## config.mk

```make
export PLATFORM = sky130hd
export DESIGN_NAME = fetch_pc_unit
export DESIGN_NICKNAME = d
export VERILOG_FILES = /design/src/rtl/fetch_pc_pkg.sv /design/src/rtl/fetch_pc_unit_pc_next_sel.sv /design/src/rtl/fetch_pc_unit.sv
export SDC_FILE = /design/constraint.sdc
export NUM_CORES = 1
export LEC_CHECK = 0
export ABC_AREA = 1
export CORE_UTILIZATION = 49
export DETAILED_ROUTE_END_ITERATION = 7
export GPL_ROUTABILITY_DRIVEN = 0
export HOLD_SLACK_MARGIN = 0.05
export PLACE_DENSITY = 0.9
export SETUP_SLACK_MARGIN = 0.3
export SYNTH_ARGS = -nofsm -noshare
export SYNTH_HDL_FRONTEND = slang
export SYNTH_SLANG_ARGS = --single-unit
```

## constraint.sdc

```tcl
create_clock -name clk -period 5.9 [get_ports clk]
set_clock_uncertainty 0.15 [all_clocks]
set_input_delay 1.77 -clock clk [delete_from_list [all_inputs] [get_ports clk]]
set_output_delay 1.77 -clock clk [all_outputs]
set_load 0.01 [all_outputs]
```

## src/rtl/fetch_pc_pkg.sv

```systemverilog
// Shared types and constants for the fetch-stage PC unit.
package fetch_pc_pkg;

  localparam logic [31:0] RESET_PC_DEF = 32'h0000_3000;
  localparam logic [31:0] PC_STEP      = 32'd4;

  typedef enum logic [1:0] {
    FS_BOOT  = 2'd0,
    FS_FETCH = 2'd1,
    FS_HOLD  = 2'd2
  } fetch_state_e;

  function automatic logic [31:0] pc_inc(input logic [31:0] pc);
    return pc + PC_STEP;
  endfunction

endpackage

```

## src/rtl/fetch_pc_unit_pc_next_sel.sv

```systemverilog
// Next-PC priority mux: pending redirect, then branch,
// then jump, then sequential.
module pc_next_sel
  import fetch_pc_pkg::*;
(
  input  logic        redir_pend_i,
  input  logic [31:0] redir_pc_i,
  input  logic        branch_taken_i,
  input  logic [31:0] pc_branch_i,
  input  logic        jump_i,
  input  logic [31:0] pc_jump_i,
  input  logic [31:0] pc_plus_i,
  output logic [31:0] next_pc_o
);

  always_comb begin
    next_pc_o = pc_plus_i;
    if (redir_pend_i) begin
      next_pc_o = redir_pc_i;
    end else if (branch_taken_i) begin
      next_pc_o = pc_branch_i;
    end else if (jump_i) begin
      next_pc_o = pc_jump_i;
    end
  end

endmodule

```

## src/rtl/fetch_pc_unit.sv

```systemverilog
// Fetch-stage PC owner: single-outstanding imem handshake,
// delay-slot-preserving redirects, and the F-stage outputs.
module fetch_pc_unit
  import fetch_pc_pkg::*;
#(
  parameter logic [31:0] RESET_PC = RESET_PC_DEF
) (
  input  logic        clk,
  input  logic        rst,
  input  logic        jump_F,
  input  logic [31:0] pc_jump_F,
  input  logic        jump_stall,
  input  logic        stall_D,
  input  logic        branch_taken_D,
  input  logic [31:0] pc_branch_D,
  output logic        imem_req,
  output logic [31:0] imem_addr,
  input  logic        imem_ack,
  input  logic [31:0] imem_rdata,
  output logic [31:0] pc_F,
  output logic [31:0] pc_plus_F,
  output logic [31:0] instr_F,
  output logic        valid_F
);

  fetch_state_e state_q, state_d;
  logic [31:0]  pc_q, pc_d;
  logic [31:0]  instr_q, instr_d;
  logic         redir_pend_q, redir_pend_d;
  logic [31:0]  redir_pc_q, redir_pc_d;
  logic [31:0]  next_pc;
  logic         adv;

  assign pc_F      = pc_q;
  assign pc_plus_F = pc_inc(pc_q);
  assign imem_addr = pc_q;

  pc_next_sel u_next_sel (
    .redir_pend_i   (redir_pend_q),
    .redir_pc_i     (redir_pc_q),
    .branch_taken_i (branch_taken_D),
    .pc_branch_i    (pc_branch_D),
    .jump_i         (jump_F),
    .pc_jump_i      (pc_jump_F),
    .pc_plus_i      (pc_plus_F),
    .next_pc_o      (next_pc)
  );

  always_ff @(posedge clk or posedge rst) begin
    if (rst) begin
      state_q      <= FS_BOOT;
      pc_q         <= RESET_PC;
      instr_q      <= '0;
      redir_pend_q <= 1'b0;
      redir_pc_q   <= '0;
    end else begin
      state_q      <= state_d;
      pc_q         <= pc_d;
      instr_q      <= instr_d;
      redir_pend_q <= redir_pend_d;
      redir_pc_q   <= redir_pc_d;
    end
  end

  always_comb begin
    imem_req     = 1'b0;
    valid_F      = 1'b0;
    instr_F      = instr_q;
    state_d      = state_q;
    pc_d         = pc_q;
    instr_d      = instr_q;
    redir_pend_d = redir_pend_q;
    redir_pc_d   = redir_pc_q;

    unique case (state_q)
      FS_BOOT: state_d = FS_FETCH;
      FS_FETCH: begin
        imem_req = 1'b1;
        if (imem_ack) begin
          valid_F = 1'b1;
          instr_F = imem_rdata;
        end
      end
      FS_HOLD: valid_F = 1'b1;
      default: state_d = FS_BOOT;
    endcase

    adv = valid_F & ~stall_D & ~jump_stall;

    if (adv) begin
      pc_d         = next_pc;
      state_d      = FS_FETCH;
      redir_pend_d = 1'b0;
    end else if (state_q == FS_FETCH && imem_ack) begin
      // Park the word so later bus activity cannot disturb it
      instr_d = imem_rdata;
      state_d = FS_HOLD;
    end

    // Delay slot not yet fetched: remember the branch target
    if (branch_taken_D && !stall_D && !adv) begin
      redir_pend_d = 1'b1;
      redir_pc_d   = pc_branch_D;
    end
  end

endmodule
```

After elaboration in Yosys (flattened, before gate mapping)
Index checks and enable logic that the tools add are counted.
{ "classes": {"muxes": 13, "addsub": 1, "eq_ne": 3, "reduce_logical": 9, "n_bitwise": 5} }
{ "ops": {"columns": ["operator", "n"], "rows": [
  ["2-to-1 mux 32 bit", 5],
  ["adder 32 x 3 -> 32 bit, second input constant", 1],
  ["2-to-1 mux 1 bit", 4],
  ["2-to-1 mux 2 bit", 2],
  ["case mux 2 bit (2 select lines)", 1],
  ["logical AND 1 bit", 3],
  ["!= test 3 x 1 -> 1 bit, second input constant", 1],
  ["NOT 1 bit", 3],
  ["bitwise AND 1 bit", 2],
  ["equality test 2 x 1 -> 1 bit, second input constant", 1],
  ["equality test 2 bit, second input constant", 1],
  ["logical NOT 1 bit", 2],
  ["logical NOT 2 bit", 1],
  ["case mux 1 bit (2 select lines)", 1],
  ["AND reduction 2 bit", 1],
  ["nonzero test 2 bit", 1],
  ["OR reduction 2 bit", 1]
]} }
{ "totals": {"register_bits": 99} }

Depth between registers and ports, before layout
{ "logic_depth": {"ltp_word": 7, "ltp_mapped": 12, "depth_no_buf": 12} }

Cells and area by module
A second synthesis with hierarchy kept.
{ "unflattened": {"hier_cells": 998, "hier_area_um2": 6602.6} }
{ "by_module_without_submodules": {"columns": ["module", "cells_per_inst", "area_per_inst_um2", "instances", "seq_area_each_um2"], "rows": [
  ["fetch_pc_unit", 719, 5333.9, 1, 2479.9],
  ["pc_next_sel", 279, 1268.7, 1, 0.0]
]} }

Least setup slack after synthesis
OpenSTA, ideal clock, no wires.
{ "synth_path": {"path_type": "input to output", "startpoint": "input port imem_ack", "endpoint": "output port instr_F[13]", "required_time_ps": 3980, "path_buffers": 2, "arrival_time_ps": 2605, "stages": 5, "path_slack_ps": 1375, "cell_sequence": "nand2_2 -> clkbuf_1 -> buf_1 -> nand2_1 -> o21ai_0"} }
{ "synth_between": {"elab_chain_len": 2} }
{ "synth_rtl": {"columns": ["item", "line_no", "rtl"], "rows": [
  ["start: declaration", "fetch_pc_unit.sv:18", "input logic imem_ack,"],
  ["2-to-1 mux 32 bit", "fetch_pc_unit.sv:79", "if (imem_ack) begin"],
  ["2-to-1 mux 32 bit", "fetch_pc_unit.sv:75", "unique case (state_q)"],
  ["end: declaration", "fetch_pc_unit.sv:22", "output logic [31:0] instr_F,"]
]} }
Every way passes these cells.

Final worst setup path
{ "layout_path": {"startpoint": "input port imem_ack", "endpoint": "output port instr_F[7]"} }
Same word-level chain as after synthesis.

==> flow_summary.yaml <==
sta:
  max_freq_ghz: 0.1851
  hold_slack_ns: 0.3369
  tightest_slew_ns: 1.057
  slew_viol_final: 0
  finalSetupTns_ns: 0
  final-hold-violation-count: 0
  fin_crit_sh_pct: 91.55
  setup_viol: 0
  relSlewSlack_pct: 29.44
  rsz0062_at_grt: "no"
  post-route-min-period_ns: 5.401
hold_path:
  hold_depth: 2
  min-delay-start: "redir_pc_q[5]"
  hold_class: "register to register"
  min_to: "redir_pc_q[5]"
grt:
  first_global_vias: 5993
  grt_pass1_wl_microns: 29520
  antenna_found_initial: 0
  grt_max_degree: 71
  grt_use_total_pct: 29.28
  grt_overflow: 0
worst_setup_path:
  timing.rr.end: "instr_q[14]"
  worstPathMaxFanout: 43
  endpoint_kind: "output port"
  crit_path_start: "imem_ack"
  r2r_slack_ns: 3.10
  startpoint_type: "input port"
  cp.arrival_ns: 3.48
  r2r_start: "state_q[1]"
  critPathKind: "input port to output port"
  reg2reg_depth: 9
  crit_required_ns: 3.98
status:
  status: "finished, final reports clean"
detailed_routing:
  viasPerCell: 5.207
  wl_per_cell_microns: 15.55
  drt_first_pass_iters: 7
  drt_iter0_drc: 454
  post-route-drc-count: 0
  ant_nets: 0
  drt-total-wl_microns: 18820
  num_vias: 6301
floorplan:
  die_width_microns: 114.4
  die_y_microns: 114.4
  dieArea_sq_mm: 0.01309
  start_util_pct: 50.92
  core_area_sq_mm: 0.01216
  ios: 233
  rows: 40
clock_tree:
  clock_sink_count: 99
  ctsHoldBuffers: 0
  cts_buffers: 9
  cts_tree: "done"
  clk_path_buf_depth: 2
  cts.htree.levels: 3
  insertion_delay_ns: 0.34
  post-cts-setup-buffer-count: 0
  cts-root-buf: "clkbuf_16"
  path_clk_slew_ns: 0.07
  cts_resized: 0
logic_synthesis:
  synthTopCellsByCount: "nand2_1, dfrtp_1, inv_1"
  synth_cell_types: 37
  synth.most_common_cell: "nand2_1"
  ys_top_cells_by_area: "dfrtp_1, nand2_1, o21ai_0, inv_1, buf_4"
  synth_top_area_share_pct: 39.20
  synth-edff-count: 0
  syn_inst: 860
  yosys_warnings: 0
  async_flop_share_pct: 100.0
  ys_seq_area_share_pct: 40.05
  netlist.top_cell.by_area: "dfrtp_1"
  syn_area_sq_mm: 0.006192
  synth_top_flop_cell: "dfrtp_1"
  avgSynthCellArea_sq_um: 7.200
  synth_nets: 967
  ys_ff_latch: 99
placed_design:
  io_buffers: 232
  place_hpwl_microns: 13360
run:
  maxCapViolations: 0
power:
  p_leak_nw: 3.963
  ir_drop_mv: 0.3275
  power_per_cell_area_mw_per_mm2: 469.1
layout:
  final_layout_size_suffix_gt1_share_pct: 5.854
  area_growth_syn_to_layout_pct: 39.68
  num_antenna_cells: 0
  fin_nets: 1144
==> where the power goes <==
part	switching [mW]	internal (mW)	leakage [nW]
clock	0.250	0.383	0.154
sequential	0.304	0.951	1.19
combinational	1.03	1.13	2.62
total	1.59	2.47	3.96
==> stage by stage <==
stage / power, mW / setup slack, ns / std cells / instance area [sq um] / utilization [%]
CTS: 4.065 / 0.4757 / 1210 / 8650 / 71.12
global route: 4.313 / 0.3784 / 1210 / 8650 / 71.12
finish: 4.058 / 0.4988 / 1210 / 8650 / 71.12
global placement: 3.346 / 0.5413 / 1194 / 8334 / 68.53
floorplan: 2.364 / 1.375 / 860 / 6192 / -
detailed placement: 3.412 / 0.5050 / 1194 / 8334 / 68.53
==> worst max-delay path: stages <==
cell and delay [ns]:
clkdlybuf4s50_1 0.54, nand2_2 0.17, buf_12 0.21, o21ai_0 0.20
clkdlybuf4s50_1 0.58
==> kinds of logic after synthesis <==
| logic type | after synthesis | synth area share (%) |
|---|---|---|
| and+or+nand+nor | 409 | 27.10 |
| buffers and inverters | 164 | 13.11 |
| AOI/OAI and AO/OA | 158 | 14.53 |
| DFF | 99 | 40.05 |
| xor gates and xnor gates | 14 | 2.223 |
| muxes | 12 | 2.182 |
| adders and majority gates | 4 | 0.8083 |
==> sequential cells by signal, indices dropped and copies added (netlist names) <==
| register | count |
|---|---|
| redir_pc_q | 32 |
| instr_q | 32 |
| redir_pend_q | 1 |
| imem_addr | 32 |
| state_q | 2 |
==> per-layer routing <==
layer  part of all wire (%)  vias up  global-route usage, %
li1                       -     3031                      -
met1                     40     2880                  34.98
met4                    3.4        0                  14.37
met5                      0        -                      0
met3                    8.8       53                  5.929
met2                     48      337                  50.38
==> worst max path at each step <==
stage,to,slack (ns),cells after the start
detailed placement,instr_F[7],0.50,5
CTS,instr_F[7],0.48,5
floorplan,instr_F[13],1.37,5
global placement,instr_F[31],0.54,6
global route,instr_F[24],0.38,5
finish,instr_F[7],0.50,5
==> cell usage in the layout (no fill, tap or decap), types with 2 or more instances in the layout <==
cell	instances
nand4_1	4
and2_1	7
dfrtp_1	97
o21ai_1	24
nand2_2	5
xor2_1	6
nand3_1	21
nor2_1	64
a21boi_1	5
xor2_2	2
nor2_2	6
dfstp_2	2
a21boi_0	3
inv_1	87
o21ai_0	76
clkbuf_1	3
a21oi_1	27
mux2_2	12
o211ai_1	5
a221oi_1	13
xnor2_1	6
clkdlybuf4s50_1	232
ha_1	4
a21oi_2	2
nor2_4	4
clkbuf_16	9
nand3b_1	3
buf_4	8
bufinv_16	2
nand2_1	292
==> cell type report <==
cell class,instances,area [sq um]
Multi-Input combinational cell,597,2905
Clock buffer,13,250.2
Sequential cell,99,2480
Timing Repair Buffer,241,2402
Fill cell,954,3512
Clock inverter,3,65.06
Tap cell,168,210.2
Inverter,89,336.6
Note: power is estimated with default switching activity, not from simulation.
